--- config.mk ---
export PLATFORM = sky130hd
export DESIGN_NAME = wb_retire_queue
export DESIGN_NICKNAME = d
export VERILOG_FILES = /design/src/rtl/wb_retire_queue.sv
export SDC_FILE = /design/constraint.sdc
export NUM_CORES = 1
export LEC_CHECK = 0
export ABC_AREA = 1
export CAP_MARGIN = 5
export CORE_AREA = 2 2 322 324
export CTS_CLUSTER_DIAMETER = 40
export DETAILED_ROUTE_END_ITERATION = 12
export DIE_AREA = 0 0 324 326
export PLACE_DENSITY = 0.43
export SYNTH_ARGS = -nofsm -noshare
export SYNTH_HDL_FRONTEND = slang
export SYNTH_SLANG_ARGS = --single-unit
--- constraint.sdc ---
create_clock -name clk_i -period 3.5 [get_ports clk_i]
set_input_delay 0.7 -clock clk_i [delete_from_list [all_inputs] [get_ports clk_i]]
set_output_delay 0.7 -clock clk_i [all_outputs]
set_load 0.005 [all_outputs]
--- src/rtl/wb_retire_queue.sv ---
// rtl/wb_retire_queue.sv - multi-lane in-order writeback queue with retire ports and pending-write scoreboard
// Accepts up to LANES results per cycle, retires up to PORTS per cycle in accept order.
module wb_retire_queue #(
  parameter int LANES = 2,
  parameter int PORTS = 1,
  parameter int DEPTH = 4,
  parameter int DW    = 32
) (
  input  logic                         clk_i,
  input  logic                         rst_ni,
  input  logic [LANES-1:0]             in_valid_i,
  output logic                         in_ready_o,
  input  logic [LANES*DW-1:0]          in_wdata_i,
  input  logic [LANES*5-1:0]           in_waddr_i,
  input  logic [LANES-1:0]             in_we_i,
  input  logic [LANES*32-1:0]          in_pc_i,
  input  logic [LANES*32-1:0]          in_inst_i,
  output logic [PORTS-1:0]             rf_we_o,
  output logic [PORTS*5-1:0]           rf_waddr_o,
  output logic [PORTS*DW-1:0]          rf_wdata_o,
  output logic [PORTS-1:0]             rt_valid_o,
  output logic [PORTS*32-1:0]          rt_pc_o,
  output logic [PORTS*32-1:0]          rt_inst_o,
  output logic                         wb_active_o,
  output logic [$clog2(DEPTH+1)-1:0]   wb_count_o,
  output logic [31:0]                  wb_busy_o
);
  localparam int PW = (DEPTH > 1) ? $clog2(DEPTH) : 1;
  localparam int CW = $clog2(DEPTH+1);

  logic [DW-1:0]    data_q [DEPTH];
  logic [4:0]       addr_q [DEPTH];
  logic [31:0]      pc_q   [DEPTH];
  logic [31:0]      inst_q [DEPTH];
  logic [DEPTH-1:0] we_q;

  logic [PW-1:0] head_q, head_d, tail_q, tail_d;
  logic [CW-1:0] count_q, count_d, n_in, n_out;
  logic          accept;

  logic [PW-1:0]    ridx  [PORTS];
  logic [PORTS-1:0] rvld, ren, kill;
  logic [PW-1:0]    off   [DEPTH];
  logic [DEPTH-1:0] occ;

  // Readiness looks only at registered occupancy so MEM never sees a retire-dependent path.
  assign in_ready_o = (count_q <= CW'(DEPTH - LANES));
  assign accept     = in_ready_o && (|in_valid_i);

  always_comb begin
    n_in = '0;
    for (int l = 0; l < LANES; l++) begin
      if (accept && in_valid_i[l]) n_in = n_in + CW'(1);
    end
    n_out   = (count_q > CW'(PORTS)) ? CW'(PORTS) : count_q;
    count_d = count_q + n_in - n_out;
    head_d  = head_q + PW'(n_out);
    tail_d  = tail_q + PW'(n_in);
  end

  always_ff @(posedge clk_i or negedge rst_ni) begin
    if (!rst_ni) begin
      head_q  <= '0;
      tail_q  <= '0;
      count_q <= '0;
      we_q    <= '0;
      for (int e = 0; e < DEPTH; e++) begin
        data_q[e] <= '0;
        addr_q[e] <= '0;
        pc_q[e]   <= '0;
        inst_q[e] <= '0;
      end
    end else begin
      head_q  <= head_d;
      tail_q  <= tail_d;
      count_q <= count_d;
      for (int l = 0; l < LANES; l++) begin
        if (accept && in_valid_i[l]) begin
          data_q[tail_q + PW'(l)] <= in_wdata_i[l*DW +: DW];
          addr_q[tail_q + PW'(l)] <= in_waddr_i[l*5 +: 5];
          pc_q[tail_q + PW'(l)]   <= in_pc_i[l*32 +: 32];
          inst_q[tail_q + PW'(l)] <= in_inst_i[l*32 +: 32];
          we_q[tail_q + PW'(l)]   <= in_we_i[l];
        end
      end
    end
  end

  always_comb begin
    for (int p = 0; p < PORTS; p++) begin
      ridx[p] = head_q + PW'(p);
      rvld[p] = (CW'(p) < n_out);
      ren[p]  = rvld[p] && we_q[ridx[p]] && (addr_q[ridx[p]] != 5'd0);
    end
  end

  // When two retiring entries target the same register, only the youngest writes.
  always_comb begin
    kill = '0;
    for (int p = 0; p < PORTS; p++) begin
      for (int q = p + 1; q < PORTS; q++) begin
        if (ren[q] && (addr_q[ridx[q]] == addr_q[ridx[p]])) kill[p] = 1'b1;
      end
    end
  end

  always_comb begin
    rf_we_o    = '0;
    rf_waddr_o = '0;
    rf_wdata_o = '0;
    rt_valid_o = '0;
    rt_pc_o    = '0;
    rt_inst_o  = '0;
    for (int p = 0; p < PORTS; p++) begin
      rt_valid_o[p] = rvld[p];
      if (rvld[p]) begin
        rt_pc_o[p*32 +: 32]   = pc_q[ridx[p]];
        rt_inst_o[p*32 +: 32] = inst_q[ridx[p]];
      end
      if (ren[p] && !kill[p]) begin
        rf_we_o[p]             = 1'b1;
        rf_waddr_o[p*5 +: 5]   = addr_q[ridx[p]];
        rf_wdata_o[p*DW +: DW] = data_q[ridx[p]];
      end
    end
  end

  always_comb begin
    wb_busy_o = '0;
    for (int e = 0; e < DEPTH; e++) begin
      off[e] = PW'(e) - head_q;
      occ[e] = (CW'(off[e]) < count_q);
      if (occ[e] && we_q[e] && (addr_q[e] != 5'd0)) wb_busy_o[addr_q[e]] = 1'b1;
    end
  end

  assign wb_active_o = |rt_valid_o;
  assign wb_count_o  = count_q;

endmodule

==> metrics.csv <==
stage;metric;value;unit
pwr;worst vdd ir;416;uV
detailed_routing;Post-Route WL;124000;um
pwr;Switching Share;42.3;%
worst_hold_path;hold crit path type;flop to flop;
grt;first-pass GRT wire length;181000;um
cells_and_area;Post-Layout Inst Area;35900;sq um
place;gpl congestion;0.908;
floorplan;Starting Density;24.6;%
clock_network;CTS Buf Count;101;
clock_network;root buf cell;clkbuf_16;
sta;Final setup viols;5;
worst_hold_path;hold path startpoint;data_q[44]$_DFF_PN0_;
clock_network;H-tree lvl count;3;
synthesis;EDFF count, synth;0;
synthesis;Seq/Total Area, Yosys;41.1;%
cells_and_area;Util after Layout;35.0;%
pwr;Power Total;39.7;mW
pwr;LEAKAGE;18.3;nW
grt;GR Util All Layers;22.9;%
status;failing checks;negative setup slack;
floorplan;core area;103000;sq um
floorplan;row cnt;118;
grt;largest net degree at the start of global routing;103;
pwr;Switch Pwr;16.8;mW
place;# port buffers;346;
sta;worst-margin pin slew;0.894;ns
floorplan;Die X;324;um
worst_hold_path;hold path endpoint;data_q[44]$_DFF_PN0_;
floorplan;DIE AREA;106000;sq um
sta;Setup TNS;-0.0672;ns
clock_network;Longest Clk Path Bufs;3;
synthesis;Mean Syn Cell Area;6.66;sq um
synthesis;synth top area cells;dfrtp_1 41%, nand2_1 21%, nand3_1 10%;
cells_and_area;share of layout cells above drive strength 1;12.6;%
synthesis;Synth Warn #;0;
worst_hold_path;hold depth;4;
setup_path;worst setup path startpoint;head_q[1]$_DFF_PN0_;
run;MaxCap Viol Count;0;
sta;max_slew headroom;40.4;%
floorplan;# IOs;348;
pwr;logic gate share of total power;51.6;%
synthesis;top post-synthesis cells by count;1439 x nand2_1, 526 x nand3_1, 480 x inv_1, 415 x dfrtp_1, 192 x nor2_1;
setup_path;number of cells on the worst reg-to-reg path;11;
synthesis;FFs w/ async S/R, synth;100;%
setup_path;critical path required time;2.80;ns
sta;fin crit period;3.52;ns
grt;initial antenna violation count;6;
setup_path;CP Capture Type;output pin;
detailed_routing;1st-pass router iterations;7;
detailed_routing;Starting DRT DRC Count;2555;
setup_path;R2R setup slack;0.93;ns
cells_and_area;final layout net count;4389;
clock_network;clock latency at the later pin of the worst-skew pair;0.66;ns
sta;Hold WS;0.554;ns
detailed_routing;DR vias;27261;
setup_path;Crit path arrival time;2.82;ns
synthesis;number of distinct library cells after synthesis;35;
sta;Hold Vio Cnt, Final;0;
cells_and_area;multi-input logic area;12400;sq um
synthesis;synthesized cell area;25300;sq um
setup_path;kind of critical path;flop to output pin;
synthesis;Synth Register Bits;415;
setup_path;worst r2r src;wb_count_o[0]$_DFF_PN0_;
detailed_routing;Detail Route Antenna Nets;0;
cells_and_area;Sequential Area;10400;sq um
grt;total grt overflow;0;
pwr;Internal Power;22.9;mW
detailed_routing;post-DR vias/cell;4.83;
sta;Fmax achieved;284;MHz
synthesis;cells after synthesis;3794;
sta;final critical-path share of the clock period;101;%
synthesis;Synth area leader;dfrtp_1;
pwr;Clock Power Share;25.9;%
pwr;sequential share of power;22.5;%
clock_network;# clock sinks;415;
clock_network;CTS tree;yes;
sta;RSZ-0062 raised after global routing;true;
grt;vias in the first global route;26462;
synthesis;top-area cell type share of the netlist area;41.1;%
status;status;finished with violations;
setup_path;Crit Path Max Fanout;20;
setup_path;RR Endpoint;wb_count_o[2]$_DFF_PN0_;
sta;final worst slack;-0.0215;ns
detailed_routing;per-cell routed wire length;22.1;um
synthesis;Most used DFF post-synth;dfrtp_1;
synthesis;syn_nets;4012;
cells_and_area;Syn-to-layout area delta;42.0;%
sta;Slew Limit Fails;0;
sta;Clock Skew;0.0247;ns
place;placed instance area;30700;sq um
setup_path;CP Launch Type;flop;
place;DPL Wire Length;67800;um
synthesis;count leader, synth;nand2_1;
detailed_routing;drt drc;0;
floorplan;DIE HEIGHT;326;um
clock_network;Clock transition at path regs;0.05;ns
cells_and_area;fill count;10941;
pwr;power per cell area;1110;nW/um^2
-- cell type report --
type,count,share of cell area (%)
clock buffer,131,7.95
clock inverter,57,2.41
tap,1380,4.81
sequential,415,28.9
multi-input combinational,2631,34.5
antenna,5,0.0349
timing repair buffer,532,16.0
inverter,490,5.33
-- cell families (layout without fill, tap and decap cells) --
kind of cell               after synthesis  count (layout)  synth area share [%]
other                                    1               6                0.0148
AOI/OAI and AO/OA                      383             384                  9.50
adders and majority gates               10              10                 0.525
and+or+nand+nor                       2230            2230                  36.5
xor gates and xnor gates                 6               6                 0.208
DFF                                    415             415                  41.1
buffers and inverters                  749            1210                  12.2
-- per-stage QoR --
| stage | worst slack [ns] | instances |
|---|---|---|
| after floorplan | 0.505 | 3794 |
| after global placement | 0.0859 | 5374 |
| after detailed placement | 0.0468 | 5374 |
| after CTS | -0.134 | 5616 |
| after global routing | -0.164 | 5641 |
| final | -0.0215 | 5641 |
-- power by group through the flow --
| stage | sequential, mW | clock [mW] | combinational, mW |
|---|---|---|---|
| after floorplan | 8.46 | 0 | 9.92 |
| after global placement | 8.95 | 0 | 17.6 |
| after detailed placement | 8.93 | 0 | 17.6 |
| after CTS | 8.90 | 10.5 | 19.8 |
| after global routing | 9.22 | 10.7 | 22.4 |
| final | 8.94 | 10.3 | 20.5 |
-- placed cells by master, fill, tap and decap left out, drive strengths merged, types with 20 or more instances in the layout --
cell / count
a22oi: 80
a31oi: 64
buf: 208
bufinv: 20
clkbuf: 163
clkdlybuf4s50: 232
clkinv: 31
dfrtp: 415
dlygate4sd2: 24
dlymetal6s2s: 28
inv: 488
nand2: 1443
nand3: 528
nand4: 20
nor2: 206
nor3: 31
o21ai: 103
o22ai: 102
-- flip-flops by register name, summed over array words and instances (netlist names) --
name and flops:
data_q 128, tail_q 2, wb_count_o 3, head_q 2
addr_q 20, inst_q 128, we_q 4, pc_q 128
-- routing by layer --
| layer | track usage, % | part of all wire (%) | vias to the layer above | wire [um] |
|---|---|---|---|---|
| met5 | 0 | 0 | - | 0 |
| met4 | 7.69 | 2.9 | 0 | 3560 |
| met3 | 3.14 | 6.3 | 249 | 7880 |
| met2 | 37.8 | 48 | 1118 | 59500 |
| met1 | 30.7 | 43 | 13049 | 53500 |
| li1 | - | - | 12845 | - |
-- worst max path at each step --
stage                     endpoint  slack, ns
global placement    rf_wdata_o[11]       0.09
finish                rt_inst_o[2]      -0.02
floorplan            wb_busy_o[25]       0.51
global route         wb_busy_o[17]      -0.16
detailed placement  rf_wdata_o[11]       0.05
CTS                    rt_pc_o[22]      -0.13
-- critical path: stages (launching register included) --
cell,delay [ns]
dfrtp_4,0.53
nor2_4,0.19
buf_8,0.20
buf_16,0.20
a22oi_1,0.12
a31oi_1,0.19
buf_4,0.18
clkdlybuf4s50_1,0.51
-- repair_timing --
action | 4_1_cts | 5_1_grt
buffers inserted | 40 | 24
endpoints found under the hold margin | 41 | 0
cloned | 13 | 6
resized for setup | 279 | 153
pin swaps | 32 | 37
endpoints found under the setup margin | 133 | 95
hold buffers | 1 | 0
Power figures use the tool's default switching activity.
